File: src/rtl/dma_pkg.sv
// Shared types for the DMA scheduler: packet, response and host command layouts.
package dma_pkg;

    localparam int DMA_ID_W  = 3;
    localparam int DMA_ADDR  = 16;
    localparam int DMA_DATA  = 32;
    localparam int DMA_DLY_W = 11;

    typedef logic [DMA_ID_W-1:0] dma_id_t;

    typedef struct packed {
        logic                 valid;
        dma_id_t              id;
        logic [DMA_ADDR-1:0]  addr;
        logic [DMA_DLY_W-1:0] delay;
    } DMA_RPKT;

    typedef struct packed {
        logic                 valid;
        dma_id_t              id;
        logic [DMA_ADDR-1:0]  addr;
        logic [DMA_DLY_W-1:0] delay;
        logic [DMA_DATA-1:0]  data_i;
    } DMA_WPKT;

    typedef struct packed {
        dma_id_t id;
        logic    finish;
    } DMA_RESP;

    typedef struct packed {
        logic                 is_wr;
        dma_id_t              id;
        logic [DMA_ADDR-1:0]  addr;
        logic [DMA_DLY_W-1:0] delay;
        logic [DMA_DATA-1:0]  data;
    } DMA_CMD;

    function automatic DMA_RPKT mk_rpkt(input DMA_CMD c);
        DMA_RPKT p;
        p.valid = 1'b1;
        p.id    = c.id;
        p.addr  = c.addr;
        p.delay = c.delay;
        return p;
    endfunction

    function automatic DMA_WPKT mk_wpkt(input DMA_CMD c);
        DMA_WPKT p;
        p.valid  = 1'b1;
        p.id     = c.id;
        p.addr   = c.addr;
        p.delay  = c.delay;
        p.data_i = c.data;
        return p;
    endfunction

endpackage

File: src/rtl/dma_cmd_fifo.sv
// Command queue for the DMA scheduler: power-of-two circular buffer with
// synchronous flush; flush wins over a same-cycle push.
module dma_cmd_fifo #(
    parameter int WIDTH = 8,
    parameter int DEPTH = 8
) (
    input  logic             clk,
    input  logic             rst_n,
    input  logic             i_push,
    input  logic             i_pop,
    input  logic             i_flush,
    input  logic [WIDTH-1:0] i_data,
    output logic             o_full,
    output logic             o_empty,
    output logic [WIDTH-1:0] o_head
);

    localparam int AW = $clog2(DEPTH);

    logic [WIDTH-1:0] r_mem [DEPTH];
    logic [AW-1:0]    r_wr;
    logic [AW-1:0]    r_rd;
    logic [AW:0]      r_cnt;
    logic             w_do_push;
    logic             w_do_pop;

    assign o_full    = (r_cnt == (AW+1)'(DEPTH));
    assign o_empty   = (r_cnt == '0);
    assign o_head    = r_mem[r_rd];
    assign w_do_push = i_push && !o_full && !i_flush;
    assign w_do_pop  = i_pop && !o_empty;

    // Storage carries no reset; only pointers and count define validity.
    always_ff @(posedge clk) begin
        if (w_do_push) r_mem[r_wr] <= i_data;
    end

    always_ff @(posedge clk or negedge rst_n) begin
        if (!rst_n) begin
            r_wr  <= '0;
            r_rd  <= '0;
            r_cnt <= '0;
        end else if (i_flush) begin
            r_wr  <= '0;
            r_rd  <= '0;
            r_cnt <= '0;
        end else begin
            if (w_do_push) r_wr <= r_wr + AW'(1);
            if (w_do_pop)  r_rd <= r_rd + AW'(1);
            r_cnt <= r_cnt + (AW+1)'(w_do_push) - (AW+1)'(w_do_pop);
        end
    end

endmodule

File: src/rtl/dma_sched.sv
// Head-of-chain DMA command scheduler: in-order issue, per-engine read busy tracking.
// Optional per-read watchdog enabled by defining DMA_SCHED_TIMEOUT_EN.
module dma_sched
    import dma_pkg::*;
#(
    parameter int NUM_DMA    = 6,
    parameter int FIFO_DEPTH = 8
`ifdef DMA_SCHED_TIMEOUT_EN
    ,
    parameter int TIMEOUT_CYC = 2048
`endif
) (
    input  logic                       clk,
    input  logic                       rst_n,
    input  logic                       cmd_valid,
    output logic                       cmd_ready,
    input  DMA_CMD                     cmd,
    input  logic                       flush,
    output DMA_RPKT                    rpkt_o,
    output DMA_WPKT                    wpkt_o,
    input  DMA_RESP                    res_i,
    output logic                       done_valid,
    output logic [$clog2(NUM_DMA)-1:0] done_id,
    output logic                       err,
    output logic [NUM_DMA-1:0]         busy,
    output logic                       timeout
);

    localparam int IDW = $clog2(NUM_DMA);

    logic               r_run;
    logic [NUM_DMA-1:0] r_busy;
    logic [NUM_DMA-1:0] w_busy_nxt;
    DMA_RPKT            r_rpkt;
    DMA_WPKT            r_wpkt;
    logic               r_done_valid;
    logic [IDW-1:0]     r_done_id;
    logic               r_err;

    DMA_CMD             w_head;
    logic               w_full;
    logic               w_empty;
    logic               w_acc;
    logic               w_cmd_ok;
    logic               w_push;
    logic               w_issue;
    logic               w_fin_ok;
    logic               w_fin_bad;

    // cmd_ready stays low until the first edge after reset release.
    assign cmd_ready = r_run && !w_full;
    assign w_acc     = cmd_valid && cmd_ready;
    assign w_cmd_ok  = int'(cmd.id) < NUM_DMA;
    assign w_push    = w_acc && w_cmd_ok;
    assign w_issue   = !w_empty && !r_busy[w_head.id];
    assign w_fin_ok  = res_i.finish && (int'(res_i.id) < NUM_DMA) && r_busy[res_i.id];
    assign w_fin_bad = res_i.finish && !w_fin_ok;

    dma_cmd_fifo #(
        .WIDTH ($bits(DMA_CMD)),
        .DEPTH (FIFO_DEPTH)
    ) u_fifo (
        .clk     (clk),
        .rst_n   (rst_n),
        .i_push  (w_push),
        .i_pop   (w_issue),
        .i_flush (flush),
        .i_data  (w_push ? cmd : '0),
        .o_full  (w_full),
        .o_empty (w_empty),
        .o_head  (w_head)
    );

`ifdef DMA_SCHED_TIMEOUT_EN
    logic [15:0]        r_wd [NUM_DMA];
    logic [NUM_DMA-1:0] r_to_pend;
    logic [NUM_DMA-1:0] w_exp;
    logic [NUM_DMA-1:0] w_to_all;
    logic [NUM_DMA-1:0] w_to_clr;
    logic               w_to_fire;
    logic [IDW-1:0]     w_to_id;
    logic               r_timeout;

    // A finish landing on the expiry cycle takes precedence over the watchdog.
    always_comb begin
        w_exp = '0;
        for (int i = 0; i < NUM_DMA; i++) begin
            if (r_busy[i] && (r_wd[i] == 16'(TIMEOUT_CYC - 1)) &&
                !(w_fin_ok && (int'(res_i.id) == i)))
                w_exp[i] = 1'b1;
        end
    end

    // Report one expiry per cycle, lowest id first; a completion owns done_id.
    always_comb begin
        w_to_all  = r_to_pend | w_exp;
        w_to_fire = 1'b0;
        w_to_id   = '0;
        w_to_clr  = '0;
        if (!w_fin_ok) begin
            for (int i = NUM_DMA - 1; i >= 0; i--) begin
                if (w_to_all[i]) begin
                    w_to_fire = 1'b1;
                    w_to_id   = IDW'(i);
                end
            end
        end
        if (w_to_fire) w_to_clr[w_to_id] = 1'b1;
    end

    always_ff @(posedge clk or negedge rst_n) begin
        if (!rst_n) begin
            for (int i = 0; i < NUM_DMA; i++) r_wd[i] <= '0;
            r_to_pend <= '0;
            r_timeout <= 1'b0;
        end else begin
            for (int i = 0; i < NUM_DMA; i++) begin
                if (w_issue && !w_head.is_wr && (int'(w_head.id) == i))
                    r_wd[i] <= '0;
                else if (r_busy[i])
                    r_wd[i] <= r_wd[i] + 16'd1;
            end
            r_to_pend <= w_to_all & ~w_to_clr;
            r_timeout <= w_to_fire;
        end
    end

    assign timeout = r_timeout;
`else
    logic [NUM_DMA-1:0] w_exp;
    logic               w_to_fire;
    logic [IDW-1:0]     w_to_id;

    assign w_exp     = '0;
    assign w_to_fire = 1'b0;
    assign w_to_id   = '0;
    assign timeout   = 1'b0;
`endif

    // Completion/expiry clears and read issue can never hit the same engine in one cycle.
    always_comb begin
        w_busy_nxt = r_busy & ~w_exp;
        if (w_fin_ok) w_busy_nxt[res_i.id] = 1'b0;
        if (w_issue && !w_head.is_wr) w_busy_nxt[w_head.id] = 1'b1;
    end

    always_ff @(posedge clk or negedge rst_n) begin
        if (!rst_n) begin
            r_run        <= 1'b0;
            r_busy       <= '0;
            r_rpkt       <= '0;
            r_wpkt       <= '0;
            r_done_valid <= 1'b0;
            r_done_id    <= '0;
            r_err        <= 1'b0;
        end else begin
            r_run        <= 1'b1;
            r_busy       <= w_busy_nxt;
            r_rpkt       <= '0;
            r_wpkt       <= '0;
            if (w_issue) begin
                if (w_head.is_wr) r_wpkt <= mk_wpkt(w_head);
                else              r_rpkt <= mk_rpkt(w_head);
            end
            r_done_valid <= w_fin_ok;
            if (w_fin_ok)       r_done_id <= res_i.id[IDW-1:0];
            else if (w_to_fire) r_done_id <= w_to_id;
            else                r_done_id <= '0;
            r_err        <= (w_acc && !w_cmd_ok) || w_fin_bad;
        end
    end

    assign rpkt_o     = r_rpkt;
    assign wpkt_o     = r_wpkt;
    assign done_valid = r_done_valid;
    assign done_id    = r_done_id;
    assign err        = r_err;
    assign busy       = r_busy;

endmodule

File: config.mk
export PLATFORM = sky130hd
export DESIGN_NAME = dma_sched
export DESIGN_NICKNAME = d
export VERILOG_FILES = /design/src/rtl/dma_pkg.sv /design/src/rtl/dma_cmd_fifo.sv /design/src/rtl/dma_sched.sv
export SDC_FILE = /design/constraint.sdc
export NUM_CORES = 1
export LEC_CHECK = 0
export ABC_CLOCK_PERIOD_IN_PS = 8700
export BUFFER_PORTS_ARGS = -buffer_cell sky130_fd_sc_hd__buf_2
export CAP_MARGIN = 5
export CORE_ASPECT_RATIO = 1.75
export CORE_UTILIZATION = 54
export DETAILED_ROUTE_END_ITERATION = 10
export GPL_TIMING_DRIVEN = 0
export PLACE_DENSITY = 0.85
export SYNTH_ARGS = -nofsm -noshare
export SYNTH_HDL_FRONTEND = slang
export SYNTH_SLANG_ARGS = --single-unit
File: constraint.sdc
create_clock -name clk -period 8.7 [get_ports clk]
set_input_delay 1.74 -clock clk [delete_from_list [all_inputs] [get_ports clk]]
set_output_delay 1.74 -clock clk [all_outputs]
set_load 0.01 [all_outputs]
[Yosys cells after proc, flatten, opt, wreduce, memory -nomap -nowiden]
Memory sizes are Yosys's and may differ from the RTL's.
Index checks and enable logic that the tools add are counted.
Operators by class
  add/subtract/negate cells: 4
  order comparisons: 6
  equal/unequal tests: 1
  mux-type cells: 23
  bitwise logic cells: 3
  reduce and logical (&&, ||, !) cells: 25
Operators by type and width (count)
  $mux 63: 3
  $mux 31: 2
  $mux 3: 5
  $logic_and 1x1->1: 14
  $mux 6: 2
  $lt 3x4->1 const B: 2
  $logic_not 1->1: 7
  $add 3x1->3 const B: 2
  $and 6x6->6: 1
  $bmux 1 s3: 2
  $demux 1 s3: 2
  $ge 3x1->1 const B: 2
  $lt 3x3->1 const B: 2
  $mux 1: 6
  $not 6->6: 1
  $or 6x6->6: 1
  $add 4x1->4: 1
  $eq 4x4->1 const B: 1
  $logic_not 4->1: 1
  $mux 4: 1
  $reduce_bool 2->1: 2
  $sub 4x1->4: 1
  $logic_or 1x1->1: 1
Storage, ports and cells
  register bits: 116
  bits in writable memories: 504
  input bits: 71
  word-level logic and storage cells: 80
  memories kept: 1
Memories
  u_fifo.r_mem: words 8, bits a word 63, rd ports 1, clocked after memory_dff 0, write ports 1, line dma_cmd_fifo.sv:20  | logic [WIDTH-1:0] r_mem [DEPTH];

[Depth between registers and ports, before layout]
  word-level depth: 10
  depth in mapped cells: 15

[Modules after synthesis]
Synthesis repeated with hierarchy kept, for this count alone.
Unflattened totals
  cell total of the unflattened synthesis: 1221
  area, all modules: 24141.9 um^2
By module, submodules not included
  dma_cmd_fifo: instances 1, cells an instance 802, area each 19535.0 um^2
  dma_sched: instances 1, cells an instance 419, area each 4606.9 um^2

[Least setup slack after synthesis]
No wires, ideal clock.
  path type: input-to-reg
  from: in cmd[61] in the netlist's numbering
  to: mem u_fifo.r_mem[0][0] in the netlist's numbering (enable)
  library setup time: 0.661 ns
  data arrival time: 8.498 ns
  setup slack: -0.459 ns
  stages: 3
  path buffers: 0
  path through: nand2_1 nand3_1 nor4b_1
On the way
  word-level cells in the longest chain between the ends: 6
RTL lines
  start: declaration: line dma_sched.sv:17  | input DMA_CMD cmd,
  $lt 3x3->1: line dma_sched.sv:53  | assign w_cmd_ok = int'(cmd.id) < NUM_DMA;
  $logic_and 1x1->1: line dma_sched.sv:54  | assign w_push = w_acc && w_cmd_ok;
  $logic_and 1x1->1 (2 in series): line dma_cmd_fifo.sv:30  | assign w_do_push = i_push && !o_full && !i_flush;
  $mux 1: line dma_cmd_fifo.sv:35  | if (w_do_push) r_mem[r_wr] <= i_data;
  $mux 1 (implied by the code): line dma_cmd_fifo.sv:35
  end: declaration: line dma_cmd_fifo.sv:20
Every way passes these cells.

[Worst setup path after layout]
  from: in cmd_valid
  to: mem u_fifo.r_mem[2][40] in the netlist's numbering (enable)
On the way
  word-level cells in the longest chain between the ends: 6
RTL lines
  start: declaration: line dma_sched.sv:15  | input logic cmd_valid,
  $logic_and 1x1->1: line dma_sched.sv:52  | assign w_acc = cmd_valid && cmd_ready;
  $logic_and 1x1->1: line dma_sched.sv:54
  $logic_and 1x1->1 (2 in series): line dma_cmd_fifo.sv:30
  $mux 1: line dma_cmd_fifo.sv:35
  $mux 1 (implied by the code): line dma_cmd_fifo.sv:35
Every way passes these cells.

==> impl_metrics.json <==
{
  "status": "complete, no violations",
  "synth_area_um2": 23300,
  "rsz0062_at_grt": "false",
  "yosysTopAreaCellShare_pct": 65.0,
  "synthFlopType": "edfxtp_1",
  "finalSetupViolations": 0,
  "worst_slew_pin_slew_ps": 1080,
  "synthXorXnorAreaFrac_pct": 0.150,
  "synthSimpleGateAreaFrac_pct": 4.53,
  "layout.cells.non_filler": 2015,
  "grt_pass1_vias": 12800,
  "wire_per_inst_um": 26.5,
  "synthTopCellsByArea": "edfxtp_1 65%, dfrtp_1 12%, mux4_2 12%",
  "synth_top_family_by_area": "multiplexers",
  "finalHoldViolCount": 0,
  "finalWorstSetupSlack_ps": 3660,
  "worstHoldStart": "busy[1]$_DFF_PN0_",
  "yosys.area.top_type": "edfxtp_1",
  "synth.area.mux_share_pct": 15.1,
  "dr.pass1.iters": 5,
  "critPathArrivalTime_ps": 5320,
  "top_layer_used": "met5",
  "maxSlewHeadroom_pct": 28.0,
  "chipHeight_um": 277,
  "seq_area_frac_synth_pct": 77.4,
  "reg2reg_to": "u_fifo.r_mem[2][40]$_DFFE_PP_",
  "wl_met1_mm": 18.2,
  "synth_nets": 1223,
  "post-route-period-util_pct": 58.0,
  "fill_cells": 2722,
  "path_class": "input pin to register",
  "pre_cts_ws_ps": 3150,
  "core_area_um2": 42500,
  "rows": 100,
  "finClkSkew_ps": 15.6,
  "path_cells": "buf_2, o311ai_0, a21oi_1, clkbuf_1, nand2_1, nor4_4, buf_8, buf_8, buf_8, buf_8",
  "cts_setup_buffers": 0,
  "r2r-start": "u_fifo.r_cnt[2]$_DFF_PN0_",
  "clk_pin_slew_ps": 70,
  "cts_buffer_depth": 3,
  "critPathLaunchType": "input pin",
  "multi_input_area_um2": 5020,
  "cpMaxStageDelayCell": "a21oi_1",
  "peakVddDrop_mv": 0.150,
  "antenna_cells": 0,
  "path_buf_inv": 6,
  "cp.required_ps": 8980,
  "syn_to_final_growth_pct": 17.0,
  "p_total_mw": 7.82,
  "via_per_inst": 5.91,
  "maxCapViolCount": 0,
  "pin_count": 178,
  "clk_latency_ps": 590,
  "critPathMostFrequentCell": "buf_8",
  "overflow": 0,
  "cts_made_buffers": 50,
  "num_vias": 11900,
  "cts_sinks": 620,
  "max_freq_mhz": 198,
  "synth-async-reset-ratio_pct": 18.7,
  "ant_nets": 0,
  "synth_edf_count": 504,
  "path_max_fanout": 11,
  "r2r_setup_slack_ps": 4240,
  "drc": 0,
  "slowest_delay_ps": 760,
  "dr_wl_met2_mm": 29.0,
  "grt_max_degree": 72,
  "period_minus_slack_ps": 5040,
  "hold_path.class": "register to register",
  "critical_path.top_delay_family": "buffers and inverters",
  "synthesis.instances": 1143,
  "grt_usage_pct": 24.7,
  "dp.cells": 1922,
  "synth_compound_area_share_pct": 0.892,
  "syn_avg_cell_area_um2": 20.4,
  "synth_fa_ha_area_share_pct": 0.516,
  "initial_core_util_pct": 54.8,
  "cts_root_buffer": "clkbuf_16",
  "wl_met3_mm": 3.66,
  "cts_hold_buf": 0,
  "post_cts_resize_count": 0,
  "cts_tree": "yes",
  "port_buffers": 176,
  "area.sequential_um2": 18000,
  "min_path_cells": 1,
  "p_per_area_nw_per_um2": 287,
  "place.detailed.hpwl_mm": 34.1,
  "endpoint_kind": "register",
  "place_congestion": 0.775,
  "ys_seq_elements": 620,
  "dieArea_um2": 44000,
  "h-tree-depth": 2,
  "holdPathEnd": "busy[1]$_DFF_PN0_",
  "reg2reg_depth": 12,
  "final_layout_size_suffix_gt1_share_pct": 31.6,
  "yosysWarnings": 0,
  "antenna_found_initial": 2,
  "die_w_um": 159,
  "finalNetCount": 1493,
  "grt_pass1_wl_mm": 78.8,
  "p_leak_nw": 9.86,
  "slew_violations": 0,
  "holdWs_ps": 565,
  "drtIter0Drc": 1077,
  "critical_path.startpoint": "cmd_valid",
  "yosysUniqueCellTypes": 44,
  "drt_wl_total_mm": 53.4
}
## registers in the layout, indices dropped and copies added (netlist names)
name / count
busy: 6
done_id: 3
done_valid: 1
err: 1
r_run: 1
rpkt_o: 31
u_fifo.r_cnt: 4
u_fifo.r_mem: 504
u_fifo.r_rd: 3
u_fifo.r_wr: 3
wpkt_o: 63
## worst max-delay path by stage
| stage | to | slack, ps | cells after the start |
|---|---|---|---|
| 3_5_place_dp | u_fifo.r_mem[2][50]$_DFFE_PP_ | 3150 | 10 |
| 3_3_place_gp | u_fifo.r_mem[4][11]$_DFFE_PP_ | -2840 | 4 |
| 6_report | u_fifo.r_mem[2][40]$_DFFE_PP_ | 3660 | 10 |
| 2_1_floorplan | u_fifo.r_mem[1][0]$_DFFE_PP_ | 1630 | 2 |
| 4_1_cts | u_fifo.r_mem[2][40]$_DFFE_PP_ | 3670 | 10 |
| 5_1_grt | u_fifo.r_mem[2][39]$_DFFE_PP_ | 3430 | 10 |
## routing by layer
layer | GRT usage [%] | up-vias
li1 | - | 5010
met1 | 27.8 | 6079
met2 | 44.8 | 669
met3 | 3.94 | 144
met4 | 13.3 | 4
met5 | 0 | -
## cell usage after synthesis (all sizes together), types with 5 or more instances
master  instances
inv            12
nor2b           6
mux4          125
nand3          10
clkbuf         29
mux2i          70
dfrtp         116
nor2          107
ha              8
buf            27
edfxtp        504
and2           66
nand2           7
a21oi           5
o21ai           6
nand2b          5
nor3            5
## cell families after synthesis
| logic type | count (synthesis) |
|---|---|
| simple gates | 215 |
| other cells | 2 |
| xor+xnor | 4 |
| fa+ha+maj | 9 |
| compound gates | 29 |
| mux | 196 |
| flops | 620 |
| buf+inv | 68 |
## through the flow
step	util [%]	setup TNS [ps]	instance area, µm²
3_5_place_dp	60.1	0	25600
6_report	64.1	0	27300
4_1_cts	64.1	0	27300
2_1_floorplan	-	0	23300
5_1_grt	64.1	0	27300
3_3_place_gp	58.5	-855140	24900
## power by group
group | switching, mW | internal [mW]
sequential | 0.0872 | 3.46
clock | 1.03 | 1.32
combinational | 1.11 | 0.814
## layout make-up
class | instances | area share (%)
Inverter | 12 | 0.165
Tap cell | 561 | 2.58
Clock inverter | 28 | 1.26
Buffer | 56 | 0.955
Timing Repair Buffer | 218 | 5.48
Clock buffer | 65 | 4.98
Multi-Input combinational cell | 455 | 18.4
Sequential cell | 620 | 66.2
## placed cells by master (no fill, tap or decap), types with 8 or more instances in the layout
master     count
edfxtp_1     504
buf_8         15
mux2i_1       70
mux4_2       125
inv_1         12
nor2_1       104
clkinv_2       8
buf_2        194
and2_1        66
clkbuf_1      40
buf_6         24
ha_1           8
clkbuf_16     51
dfrtp_1      116
nand3_1        9
(Power assumes the default switching activity.)
